<file path="src/rtl/display_scheduler_if.sv">
// Event-in / converter-out bundle of the display scheduler.
// The master side produces note events and watches the converter drive.
// The slave side is the scheduler itself.
interface display_scheduler_if;
   logic       novo_dado;
   logic [4:0] nota;
   logic [7:0] valor;
   logic       select;
   logic [4:0] letra;
   logic [7:0] numero;
   logic       ativo;
   logic [1:0] db_estado;

   modport master (
      output novo_dado, nota, valor,
      input  select, letra, numero, ativo, db_estado
   );

   modport slave (
      input  novo_dado, nota, valor,
      output select, letra, numero, ativo, db_estado
   );
endinterface

</file>
<file path="src/rtl/display_scheduler.sv">
// Display scheduler: turns detected-note events into letter/number phases
// for the 7-segment converter. Each note is shown for a fixed number of
// letter+number pairs, after which the display blanks.
// Repeating the same note while it is shown keeps the peak value and
// restarts the pair count. A different note restarts the sequence.
module display_scheduler #(
   parameter int         T_LETRA    = 25000000,
   parameter int         T_NUMERO   = 25000000,
   parameter int         REPETICOES = 3,
   parameter logic [4:0] BLANK_CODE = 5'h1F
) (
   input logic               clock,
   input logic               reset_n,
   display_scheduler_if.slave bus
);

   localparam int T_MAX   = (T_LETRA > T_NUMERO) ? T_LETRA : T_NUMERO;
   localparam int DWELL_W = $clog2(T_MAX);
   localparam int REP_W   = (REPETICOES > 1) ? $clog2(REPETICOES) : 1;

   localparam logic [DWELL_W-1:0] LETRA_LAST  = DWELL_W'(T_LETRA - 1);
   localparam logic [DWELL_W-1:0] NUMERO_LAST = DWELL_W'(T_NUMERO - 1);
   localparam logic [REP_W-1:0]   REP_LAST    = REP_W'(REPETICOES - 1);

   typedef enum logic [1:0] {
      IDLE        = 2'b00,
      SHOW_LETRA  = 2'b01,
      SHOW_NUMERO = 2'b10
   } state_t;

   state_t             state_q, state_d;
   logic               select_q, select_d;
   logic [4:0]         letra_q, letra_d;
   logic [7:0]         numero_q, numero_d;
   logic               ativo_q, ativo_d;
   logic [DWELL_W-1:0] dwell_q, dwell_d;
   logic [REP_W-1:0]   rep_q, rep_d;

   logic event_valid;
   logic showing;
   logic same_note;
   logic new_note;

   // Next-state logic: phase timing first, then incoming events override it
   // (a same-note event turns a final expiry into another letter phase).
   always_comb begin
      state_d  = state_q;
      select_d = select_q;
      letra_d  = letra_q;
      numero_d = numero_q;
      ativo_d  = ativo_q;
      dwell_d  = dwell_q;
      rep_d    = rep_q;

      event_valid = bus.novo_dado && (bus.nota != BLANK_CODE);
      showing     = (state_q == SHOW_LETRA) || (state_q == SHOW_NUMERO);
      same_note   = event_valid && showing && (bus.nota == letra_q);
      new_note    = event_valid && !same_note;

      case (state_q)
         IDLE: begin
         end
         SHOW_LETRA: begin
            if (dwell_q == LETRA_LAST) begin
               state_d  = SHOW_NUMERO;
               select_d = 1'b0;
               dwell_d  = '0;
            end else begin
               dwell_d = dwell_q + 1'b1;
            end
         end
         SHOW_NUMERO: begin
            if (dwell_q == NUMERO_LAST) begin
               dwell_d = '0;
               if ((rep_q == REP_LAST) && !same_note) begin
                  state_d  = IDLE;
                  select_d = 1'b1;
                  letra_d  = BLANK_CODE;
                  ativo_d  = 1'b0;
                  rep_d    = '0;
               end else begin
                  state_d  = SHOW_LETRA;
                  select_d = 1'b1;
                  rep_d    = rep_q + 1'b1;
               end
            end else begin
               dwell_d = dwell_q + 1'b1;
            end
         end
         default: begin
            state_d  = IDLE;
            select_d = 1'b1;
            letra_d  = BLANK_CODE;
            ativo_d  = 1'b0;
            dwell_d  = '0;
            rep_d    = '0;
         end
      endcase

      if (same_note) begin
         rep_d = '0;
         if (bus.valor > numero_q) begin
            numero_d = bus.valor;
         end
      end

      if (new_note) begin
         state_d  = SHOW_LETRA;
         select_d = 1'b1;
         letra_d  = bus.nota;
         numero_d = bus.valor;
         ativo_d  = 1'b1;
         dwell_d  = '0;
         rep_d    = '0;
      end
   end

   // State and output registers; reset blanks the display and aborts any sequence.
   always_ff @(posedge clock or negedge reset_n) begin
      if (!reset_n) begin
         state_q  <= IDLE;
         select_q <= 1'b1;
         letra_q  <= BLANK_CODE;
         numero_q <= 8'd0;
         ativo_q  <= 1'b0;
         dwell_q  <= '0;
         rep_q    <= '0;
      end else begin
         state_q  <= state_d;
         select_q <= select_d;
         letra_q  <= letra_d;
         numero_q <= numero_d;
         ativo_q  <= ativo_d;
         dwell_q  <= dwell_d;
         rep_q    <= rep_d;
      end
   end

   assign bus.select    = select_q;
   assign bus.letra     = letra_q;
   assign bus.numero    = numero_q;
   assign bus.ativo     = ativo_q;
   assign bus.db_estado = state_q;

endmodule
</file>
<file path="src/flat_wrapper.sv">
// flat-port wrapper written by rule: the top's interface ports become plain ports
module display_scheduler_flat 
#(
   parameter int         T_LETRA    = 25000000,
   parameter int         T_NUMERO   = 25000000,
   parameter int         REPETICOES = 3,
   parameter logic [4:0] BLANK_CODE = 5'h1F
)
  (clock, reset_n, bus_novo_dado, bus_nota, bus_valor, bus_select, bus_letra, bus_numero, bus_ativo, bus_db_estado);
  display_scheduler_if bus_i ();
  input logic clock;
  input logic reset_n;
  input wire logic [$bits(bus_i.novo_dado)-1:0] bus_novo_dado;
  input wire logic [$bits(bus_i.nota)-1:0] bus_nota;
  input wire logic [$bits(bus_i.valor)-1:0] bus_valor;
  output wire logic [$bits(bus_i.select)-1:0] bus_select;
  output wire logic [$bits(bus_i.letra)-1:0] bus_letra;
  output wire logic [$bits(bus_i.numero)-1:0] bus_numero;
  output wire logic [$bits(bus_i.ativo)-1:0] bus_ativo;
  output wire logic [$bits(bus_i.db_estado)-1:0] bus_db_estado;
  assign bus_i.novo_dado = bus_novo_dado;
  assign bus_i.nota = bus_nota;
  assign bus_i.valor = bus_valor;
  assign bus_select = bus_i.select;
  assign bus_letra = bus_i.letra;
  assign bus_numero = bus_i.numero;
  assign bus_ativo = bus_i.ativo;
  assign bus_db_estado = bus_i.db_estado;
  display_scheduler #(.T_LETRA(T_LETRA), .T_NUMERO(T_NUMERO), .REPETICOES(REPETICOES), .BLANK_CODE(BLANK_CODE)) u_core (.clock(clock), .reset_n(reset_n), .bus(bus_i));
endmodule
</file>
<file path="config.mk">
export PLATFORM = sky130hd
export DESIGN_NAME = display_scheduler_flat
export DESIGN_NICKNAME = d
export VERILOG_FILES = /design/src/rtl/display_scheduler_if.sv /design/src/rtl/display_scheduler.sv /design/src/flat_wrapper.sv
export SDC_FILE = /design/constraint.sdc
export NUM_CORES = 1
export LEC_CHECK = 0
export BUFFER_PORTS_ARGS = -buffer_cell sky130_fd_sc_hd__buf_2
export CORE_MARGIN = 10
export CORE_UTILIZATION = 40
export DETAILED_ROUTE_END_ITERATION = 10
export SETUP_SLACK_MARGIN = 0.02
export SLEW_MARGIN = 20
export SYNTH_ARGS = -nofsm -noshare
export SYNTH_HDL_FRONTEND = slang
export SYNTH_SLANG_ARGS = --single-unit
</file>
<file path="constraint.sdc">
create_clock -name clock -period 2.2 [get_ports clock]
set_clock_uncertainty 0.1 [all_clocks]
set_input_delay 0.11 -clock clock [delete_from_list [all_inputs] [get_ports clock]]
set_output_delay 0.11 -clock clock [all_outputs]
set_load 0.005 [all_outputs]
</file>
==> results of run 1 <==
[sequential cells by signal, indices dropped and copies added (netlist names)]
signal,count
u_core.dwell_q,25
u_core.bus.numero,8
u_core.bus.letra,5
u_core.bus.db_estado,2
u_core.rep_q,2
u_core.bus.ativo,1
u_core.bus.select,1
[cell usage after synthesis, types with 8 or more instances]
| cell | n | area [um2] |
|---|---|---|
| dfrtp_1 | 38 | 950.9 |
| nor2_1 | 29 | 108.9 |
| nand2_1 | 22 | 82.58 |
| xnor2_1 | 14 | 122.6 |
| nand3_1 | 13 | 65.06 |
| nand4_1 | 13 | 81.33 |
| o21ai_0 | 13 | 65.06 |
| ha_1 | 12 | 150.1 |
| inv_1 | 12 | 45.04 |
| and3_1 | 10 | 62.56 |
| xor2_1 | 9 | 78.83 |
| a21oi_1 | 8 | 40.04 |
| clkbuf_1 | 8 | 30.03 |
| mux2_2 | 8 | 90.09 |
[tightest hold or removal path: stages]
cell and delay, ps:
buf_2 90, o21a_1 250, a21oi_2 40
[repair_timing]
| item | in CTS | in global routing |
|---|---|---|
| hold buffers | 14 | 0 |
| endpoints found under the setup margin | 34 | 42 |
| buffers inserted | 3 | 3 |
| endpoints found under the hold margin | 27 | 0 |
| gates cloned | 2 | 0 |
| resized for setup | 18 | 30 |
| pin swaps | 14 | 21 |
[area by class of cell]
type | instances | share of cell area (%)
Multi-Input combinational cell | 208 | 43.23
Timing Repair Buffer | 96 | 19.41
Sequential cell | 44 | 30.82
Tap cell | 77 | 2.678
Clock inverter | 1 | 0.2087
Inverter | 12 | 1.252
Clock buffer | 7 | 2.400
[stage by stage]
stage	hold slack, ps	std cells	setup TNS, ps	area [um2]	power, mW
2_1_floorplan	-285.6	275	-1424	2599	1.440
3_3_place_gp	7.417	416	-4267	3124	1.760
5_1_grt	143.8	445	-5019	3597	2.690
3_5_place_dp	8.617	416	-5586	3124	1.773
4_1_cts	106.7	443	-2318	3458	2.451
6_report	126.5	445	-2970	3597	2.524
[worst min-delay path by stage]
stage | start | slack (ps) | endpoint
global placement | reset_n | 7 | u_core.bus.numero[7]
finish | bus_novo_dado | 130 | u_core.rep_q[1]
global route | bus_novo_dado | 140 | u_core.rep_q[1]
detailed placement | reset_n | 9 | u_core.bus.numero[7]
floorplan | reset_n | -290 | u_core.bus.ativo
CTS | bus_novo_dado | 110 | u_core.rep_q[1]
[per-layer routing]
layer,vias to the layer above,wire [um]
met4,0,74
met1,1135,3157
met3,8,362
met2,56,2908
met5,-,0
li1,1175,-
[where the power goes]
part	internal [mW]	switching [mW]	leakage, nW
clock	0.255	0.277	0.0445
sequential	0.896	0.0515	0.564
combinational	0.487	0.556	1.02
[logic make-up (layout without fill, tap and decap cells)]
| group | count (synthesis) | in the layout | synth area share [%] |
|---|---|---|---|
| AOI/OAI and AO/OA | 49 | 50 | 12.80 |
| xor gates and xnor gates | 23 | 23 | 7.778 |
| adders and majority gates | 12 | 12 | 5.797 |
| buffers and inverters | 24 | 116 | 4.010 |
| DFF | 44 | 44 | 42.80 |
| muxes | 8 | 8 | 3.478 |
| and+or+nand+nor | 115 | 115 | 23.33 |
==> metrics.yaml, run 1 <==
critical_path:
  r2r_setup_slack_ps: -190
  crit_buf_inv: 0
  cp-endpoint: "u_core.bus.db_estado[0]"
  crit_arrival_ps: 2470
  crit_top_cell: "or4_4"
  worst-path-stages: 6
  endpoint_kind: "flip-flop"
  crit_path_max_incr_delay_ps: 530
  timing.rr.end: "u_core.bus.db_estado[0]"
  worst_r2r_startpoint: "u_core.dwell_q[10]"
  critPathKind: "reg -> reg"
  critPathSlowestCell: "or4_4"
  crit_required_ps: 2280
  startpoint: "u_core.dwell_q[10]"
  crit_family: "simple AND/OR/NAND/NOR gates"
  path_cells: "or4_4 -> or4_4 -> or2_4 -> a21oi_4 -> nor2_1 -> or3_1"
  crit_fanout: 5
  start_kind: "flip-flop"
  ff2ff_path_depth: 6
clock_tree:
  cts_tree: "done"
  clockBufferDepth: 2
  cts_root_buffer: "clkbuf_8"
  htree_num_levels: 2
  cts.sinks: 44
  clock_latency_ps: 290
  cts-buffers-inserted: 5
  clk_pin_slew_ps: 80
cells_and_area:
  drive_above_1_share_pct: 38.59
  regArea_um2: 1109
  multi_input_area_um2: 1555
  final_cell_mix: "44 x buf_4, 38 x dfrtp_1, 32 x buf_2"
  diodes: 0
  layout_commonest_cell: "buf_4"
  fillCellCount: 573
  nNetsFinal: 395
  final_core_util_pct: 56.98
  area_growth_pct: 38.89
floorplanning:
  rows: 29
  top_level_ports: 33
  coreArea_um2: 6314
  die-area_um2: 10090
  dieWidth_um: 100.5
  chipHeight_um: 100.5
  initial_core_util_pct: 41.02
detailed_routing:
  drt-initial-drc-count: 232
  vias_per_cell: 5.335
  wl_um: 6502
  vias: 2374
  drt_first_pass_iters: 4
  wl_per_cell_um: 14.61
  drc: 0
  ant_nets: 0
min_path:
  whs_path_depth: 3
  hp-class: "in -> reg"
grt:
  busiest_layer: "met2"
  grt_pass1_wl_um: 11070
  use_met3_pct: 3.429
  grt_overflow: 0
  grt_max_degree: 23
  first_global_vias: 2304
  grt_usage_pct: 13.12
  grt_util_met1_pct: 17.52
  grt_use_met2_pct: 20.23
  antenna_found_initial: 0
sta:
  tightest_slew_ps: 609.5
  finalCritPeriodShare_pct: 108.6
  fmax_mhz: 418.4
  slew_viol_final: 0
  layout_setup_ws_ps: -190.0
  setup_viol: 32
  rsz0062_at_grt: "yes"
  relSlewSlack_pct: 58.79
  hold_viol_final: 0
  min_period_ps: 2390
place:
  dpl.hpwl_um: 4691
  place_ws_ps: -288.3
  numPortBuffers: 32
  gp_congestion: 0.7995
synthesis:
  yosysUniqueCellTypes: 46
  avgSynthCellArea_um2: 9.418
  synth_warnings: 0
  synth_area_um2: 2590
  synth-seq-cells: 44
  syn-num-nets: 303
  synth-main-ff-cell: "dfrtp_1"
  synth_cells: 275
  async_flop_share_pct: 100.0
  synth-seq-area-share_pct: 42.80
  synth-edff-count: 0
status:
  status: "finished, violations left"
  violations: "negative setup slack"
power_and_ir_drop:
  pwr_density_cell_nw_per_um2: 701.6
  p_leak_nw: 1.629
  ir_drop_mv: 0.3835
job:
  drv_cap: 0
Note: power is estimated with default switching activity, not from simulation.
==> run 2, diff against run 1 <==
--- a/config.mk
+++ b/config.mk
@@ -5,6 +5,7 @@
 export SDC_FILE = /design/constraint.sdc
 export NUM_CORES = 1
 export LEC_CHECK = 0
+export ABC_AREA = 1
 export BUFFER_PORTS_ARGS = -buffer_cell sky130_fd_sc_hd__buf_2
 export CORE_MARGIN = 10
 export CORE_UTILIZATION = 40
==> run 2 against run 1 <==
Against the previous run:
- the flow now finishes without violations
- sequential cell count unchanged
- fmax up 18%
- total power up 27%
- first-iteration DRC count shrank 25%
- largest power group unchanged
- critical path depth grew 6
- sequential power rose by 14%
==> metrics.yaml, run 2 <==
status:
  status: "finished clean"
detailed_routing:
  ant_nets: 0
  drc: 0
  drt-initial-drc-count: 174
  wl_per_cell_um: 13.17
  vias_per_cell: 4.897
  drt_first_pass_iters: 4
  wl_um: 8074
  vias: 3002
min_path:
  whs_path_depth: 5
  hp-start: "bus_nota[1]"
  hp-class: "in -> reg"
  min_to: "u_core.bus.letra[1]"
cells_and_area:
  multi_input_area_um2: 1818
  largest_reg_flops: 25
  regMostFlops: "u_core.dwell_q"
  regArea_um2: 1109
  fillCellCount: 798
  final_cell_mix: "144 x nand2_1, 57 x nor2_1, 52 x inv_1"
  nNetsFinal: 537
  layout_commonest_cell: "nand2_1"
  drive_above_1_share_pct: 18.63
  area_growth_pct: 19.44
grt:
  grt_max_degree: 45
  antenna_found_initial: 0
  grt_usage_pct: 13.86
  grt_pass1_wl_um: 13520
  first_global_vias: 2842
  grt_overflow: 0
synthesis:
  synth_common_cells: "144 x nand2_1, 57 x nor2_1, 52 x inv_1, 50 x nand3_1, 38 x dfrtp_1"
  synth-main-ff-cell: "dfrtp_1"
  yosysMostFrequentCell: "nand2_1"
  synth_top_area_cell: "dfrtp_1"
  synth-seq-cells: 44
  synth-edff-count: 0
  synth_warnings: 0
  synth_area_um2: 3147
  synth_cells: 453
  yosysUniqueCellTypes: 34
  async_flop_share_pct: 100.0
  synth_top_area_share_pct: 30.22
  yosys-top-cells-area: "dfrtp_1 30%, nand2_1 17%, nand3_1 8.0%"
  syn-num-nets: 481
  synth-seq-area-share_pct: 35.23
  avgSynthCellArea_um2: 6.947
place:
  dpl.hpwl_um: 5958
  gp_congestion: 0.8957
  numPortBuffers: 32
power_and_ir_drop:
  power.internal_mw: 1.874
  net-switching-power_mw: 1.339
  sequentialPowerShare_pct: 33.7
  clkPwrFrac_pct: 20.2
  p_leak_nw: 1.876
  pwr_density_cell_nw_per_um2: 854.9
  pwr-share-comb_pct: 46.1
  ir_drop_mv: 0.5337
  switching_share_pct: 41.67
floorplanning:
  rows: 32
  top_level_ports: 33
  initial_core_util_pct: 40.93
  chipHeight_um: 108.7
  dieWidth_um: 108.7
  coreArea_um2: 7687
  die-area_um2: 11810
clock_tree:
  clockBufferDepth: 2
  cts_tree: "done"
  cts.sinks: 44
  clk_pin_slew_ps: 100
  clock_latency_ps: 310
  cts_root_buffer: "clkbuf_8"
  cts-buffers-inserted: 5
  htree_num_levels: 2
sta:
  hold_slack_ps: 27.59
  rsz0062_at_grt: "no"
  fmax_mhz: 492.3
  setup_viol: 0
  slew_viol_final: 0
  min_period_ps: 2031
  finalCritPeriodShare_pct: 92.32
  relSlewSlack_pct: 73.55
  setup_tns_ps: 0
  tightest_slew_ps: 396.8
  hold_viol_final: 0
job:
  drv_cap: 0
critical_path:
  critPathKind: "reg -> reg"
  path_cells: "ha_1 -> nand2_2 -> nor2_4 -> nand2_2 -> nor2_2 -> nand2_2 -> nand2_4 -> nor2_8 -> nor2_8 -> nand2_4 -> nand2_1 -> nand2_1"
  r2r_setup_slack_ps: 170
  timing.rr.end: "u_core.bus.ativo"
  worst_r2r_startpoint: "u_core.dwell_q[1]"
  crit_required_ps: 2310
  start_kind: "flip-flop"
  crit_arrival_ps: 2140
  crit_fanout: 7
  critPathSlowestCell: "dfrtp_1"
  crit_path_max_incr_delay_ps: 440
  crit_top_cell: "nand2_2"
  endpoint_kind: "flip-flop"
  ff2ff_path_depth: 12
[run 2: cell count changes in the layout (fill, tap and decap cells not counted), sizes merged, moves of 6 or more]
cell,previous run,this run
nand2,22,155
inv,12,57
mux2,8,0
and3,10,0
o22a,6,0
xnor2,14,0
nand3,13,55
nor2,29,65
buf,82,45
[run 2: critical path, delay by kind of cell (launching register included)]
kind	cells	cell delay, ps
fa+ha+maj	1	240
flops	1	440
simple gates	11	1150
[run 2: layout make-up]
type	instances	area share, %
antenna	1	0.06658
inverter	58	5.792
sequential	44	29.49
timing repair buffer	54	9.787
tap	102	3.395
clock buffer	5	1.831
clock inverter	3	1.265
multi-input combinational	346	48.37
[run 2: kinds of logic (layout without fill, tap and decap cells)]
| group | count (synthesis) | in the layout | synth area share [%] |
|---|---|---|---|
| AND/OR/NAND/NOR | 297 | 299 | 44.41 |
| buffers and inverters | 65 | 120 | 8.787 |
| flip-flops | 44 | 44 | 35.23 |
| AO/OA/AOI/OAI | 31 | 31 | 5.686 |
| adder cells (fa/ha/maj) | 12 | 12 | 4.771 |
| XOR/XNOR | 4 | 4 | 1.113 |
| other | 0 | 1 | 0 |
[run 2: how the worst max path moves through the flow]
stage	start	end	slack, ps	depth (start not counted)
after global routing	u_core.dwell_q[1]	u_core.bus.letra[0]	40	12
final	u_core.dwell_q[1]	u_core.bus.ativo	170	12
after detailed placement	u_core.bus.db_estado[0]	u_core.dwell_q[2]	70	10
after global placement	u_core.bus.db_estado[0]	u_core.dwell_q[6]	160	12
after CTS	u_core.bus.db_estado[0]	u_core.dwell_q[12]	30	10
after floorplan	u_core.bus.db_estado[0]	u_core.dwell_q[20]	250	12
[run 2: what timing repair did]
action / CTS / global route
hold endpoints to repair: 52 / 0
gates resized for setup: 0 / 6
setup buffers: 0 / 4
hold buffers: 9 / 0
setup endpoints to repair: 0 / 39
[run 2: metal layers]
metal  up-vias  GRT usage, %  wire, um
met5         -             0         0
met4         0         4.049        55
met3         4         2.478       295
met2        52         22.50      3976
met1      1392         18.43      3748
li1       1554             -         -
[run 2: power by group through the flow]
stage / registers (mW) / clock network (mW) / logic [mW]
6_report: 1.08 / 0.650 / 1.48
5_1_grt: 1.11 / 0.712 / 1.69
4_1_cts: 1.08 / 0.679 / 1.37
3_5_place_dp: 1.10 / 0 / 1.36
3_3_place_gp: 1.09 / 0 / 1.33
2_1_floorplan: 1.10 / 0 / 0.959
[run 2: stage by stage]
step | area (um2) | instances | utilization [%] | setup slack (ps) | power, mW
3_3_place_gp | 3456 | 589 | 44.95 | 159.2 | 2.420
4_1_cts | 3662 | 606 | 47.64 | 32.38 | 3.136
3_5_place_dp | 3456 | 589 | 44.95 | 65.63 | 2.452
2_1_floorplan | 3147 | 453 | - | 246.2 | 2.060
5_1_grt | 3756 | 612 | 48.86 | 37.70 | 3.508
6_report | 3759 | 613 | 48.89 | 168.9 | 3.213
==> run 3, diff against run 2 <==
--- a/config.mk
+++ b/config.mk
@@ -7,7 +7,7 @@
 export LEC_CHECK = 0
 export ABC_AREA = 1
 export BUFFER_PORTS_ARGS = -buffer_cell sky130_fd_sc_hd__buf_2
-export CORE_MARGIN = 10
+export CORE_MARGIN = 2
 export CORE_UTILIZATION = 40
 export DETAILED_ROUTE_END_ITERATION = 10
 export SETUP_SLACK_MARGIN = 0.02
==> constraint.sdc (replaced) <==
create_clock -name clock -period 1.7 [get_ports clock]
set_clock_uncertainty 0.1 [all_clocks]
set_input_delay 0.085 -clock clock [delete_from_list [all_inputs] [get_ports clock]]
set_output_delay 0.085 -clock clock [all_outputs]
set_load 0.005 [all_outputs]
==> run 3 against run 2 <==
Against the previous run:
- the flow now finishes with violations (negative setup slack)
- total power increased by 63%
- clock power grew 7.1%
- core utilization grew 13 points
- critical path type unchanged
- sequential cell count unchanged
- combinational power grew 110%
- final area increased by 26%
- wire length grew 14%
- die area shrank 27%
- non-clock buffer count grew 69
- sequential power increased by 27%
==> metrics.yaml, run 3 (synthesis results as in run 2) <==
status:
  status: "finished, violations left"
  violations: "negative setup slack"
clock_tree:
  clockBufferDepth: 2
  cts-buffers-inserted: 5
  clock_latency_ps: 300
  cts_root_buffer: "clkbuf_8"
  clk_pin_slew_ps: 90
  cts_tree: "done"
  htree_num_levels: 2
  cts.sinks: 44
detailed_routing:
  drt_first_pass_iters: 4
  wl_um: 9222
  drt-initial-drc-count: 180
  vias: 3377
  vias_per_cell: 4.959
  drc: 0
  ant_nets: 0
  wl_per_cell_um: 13.54
cells_and_area:
  nNetsFinal: 606
  layout.cells.non_filler: 681
  final_cell_mix: "113 x nand2_1, 68 x buf_4, 55 x nor2_1"
  largest_reg_flops: 25
  area_growth_pct: 50.38
  diodes: 0
  final_core_util_pct: 61.56
  drive_above_1_share_pct: 40.59
  regMostFlops: "u_core.dwell_q"
  layout_commonest_cell: "nand2_1"
floorplanning:
  initial_core_util_pct: 40.93
  top_level_ports: 33
  chipHeight_um: 92.70
  dieWidth_um: 92.70
  die-area_um2: 8592
  rows: 32
  coreArea_um2: 7687
sta:
  fmax_mhz: 538.1
  layout_setup_ws_ps: -158.4
  tightest_slew_ps: 606.6
  finalCritPeriodShare_pct: 109.3
  relSlewSlack_pct: 59.56
  hold_slack_ps: 19.99
  slew_viol_final: 0
  setup_viol: 44
  rsz0062_at_grt: "yes"
  min_period_ps: 1858
  hold_viol_final: 0
job:
  drv_cap: 0
critical_path:
  critPathKind: "reg -> reg"
  crit_arrival_ps: 1950
  crit_fanout: 8
  endpoint_kind: "flip-flop"
  timing.rr.end: "u_core.dwell_q[20]"
  ff2ff_path_depth: 11
  start_kind: "flip-flop"
  r2r_setup_slack_ps: -160
  worst_r2r_startpoint: "u_core.bus.db_estado[0]"
  crit_required_ps: 1790
place:
  numPortBuffers: 32
  placed_cells: 643
  gp_congestion: 0.8973
  dpl.hpwl_um: 5997
  place_ws_ps: -157.9
power_and_ir_drop:
  p_leak_nw: 2.365
  ir_drop_mv: 0.8335
  pwr_density_cell_nw_per_um2: 1105
grt:
  grt_pass1_wl_um: 14840
  grt_overflow: 0
  grt_usage_pct: 21.44
  antenna_found_initial: 0
  first_global_vias: 3176
  grt_max_degree: 45
min_path:
  hp-start: "bus_novo_dado"
  whs_path_depth: 4
  min_to: "u_core.rep_q[0]"
  hp-class: "in -> reg"
[run 3: repair_timing]
item | CTS | global route
setup buffers | 10 | 5
resized for setup | 49 | 58
setup endpoints to repair | 44 | 44
cloned | 4 | 2
hold buffers | 9 | 0
pin swaps | 28 | 24
endpoints found under the hold margin | 46 | 0
[run 3: how the worst max path moves through the flow]
stage / from / to / slack, ps / cells after the start
final: u_core.bus.db_estado[0] / u_core.dwell_q[20] / -160 / 11
after global routing: u_core.bus.letra[2] / u_core.dwell_q[14] / -240 / 11
after CTS: u_core.bus.letra[4] / u_core.rep_q[1] / -130 / 11
after detailed placement: u_core.bus.db_estado[0] / u_core.bus.letra[4] / -160 / 10
after global placement: u_core.dwell_q[0] / u_core.bus.ativo / -130 / 12
after floorplan: u_core.bus.db_estado[0] / u_core.dwell_q[20] / -180 / 12
[run 3: area by class of cell]
cell class                 instances  area [um2]
fill                             678        2955
multi-input combinational        346        2166
sequential                        44        1111
timing repair buffer             123       998.5
inverter                          58       236.5
tap                              102       127.6
clock buffer                       5       68.82
clock inverter                     3       23.77
[run 3: metrics by stage]
stage	instance area, um2	TNS, ps	power (mW)
after CTS	4447	-3200	4.831
after global routing	4732	-8359	5.596
final	4732	-4843	5.228
after floorplan	3192	-4566	2.737
after global placement	3915	-2836	3.515
after detailed placement	3915	-4921	3.544
[run 3: power by group]
group	switching (mW)	internal (mW)	total [mW]
combinational	1.72	1.44	3.16
clock	0.404	0.292	0.696
sequential	0.110	1.26	1.37
total	2.23	3.00	5.23
[run 3: per-layer routing]
metal | track usage [%] | wire length [um]
met5 | 0 | 0
met4 | 5.147 | 186
met3 | 2.766 | 256
met2 | 35.10 | 4510
met1 | 30.28 | 4268
[run 3: worst max-delay path, stage by stage, from the launching register on]
cell,delay (ps)
dfrtp_1,380
inv_2,60
ha_4,280
nand2_4,50
nor2_4,100
nand3_4,110
nand2_8,140
nand2_8,130
buf_12,170
a21o_1,140
nand2_1,50
nor2_1,40
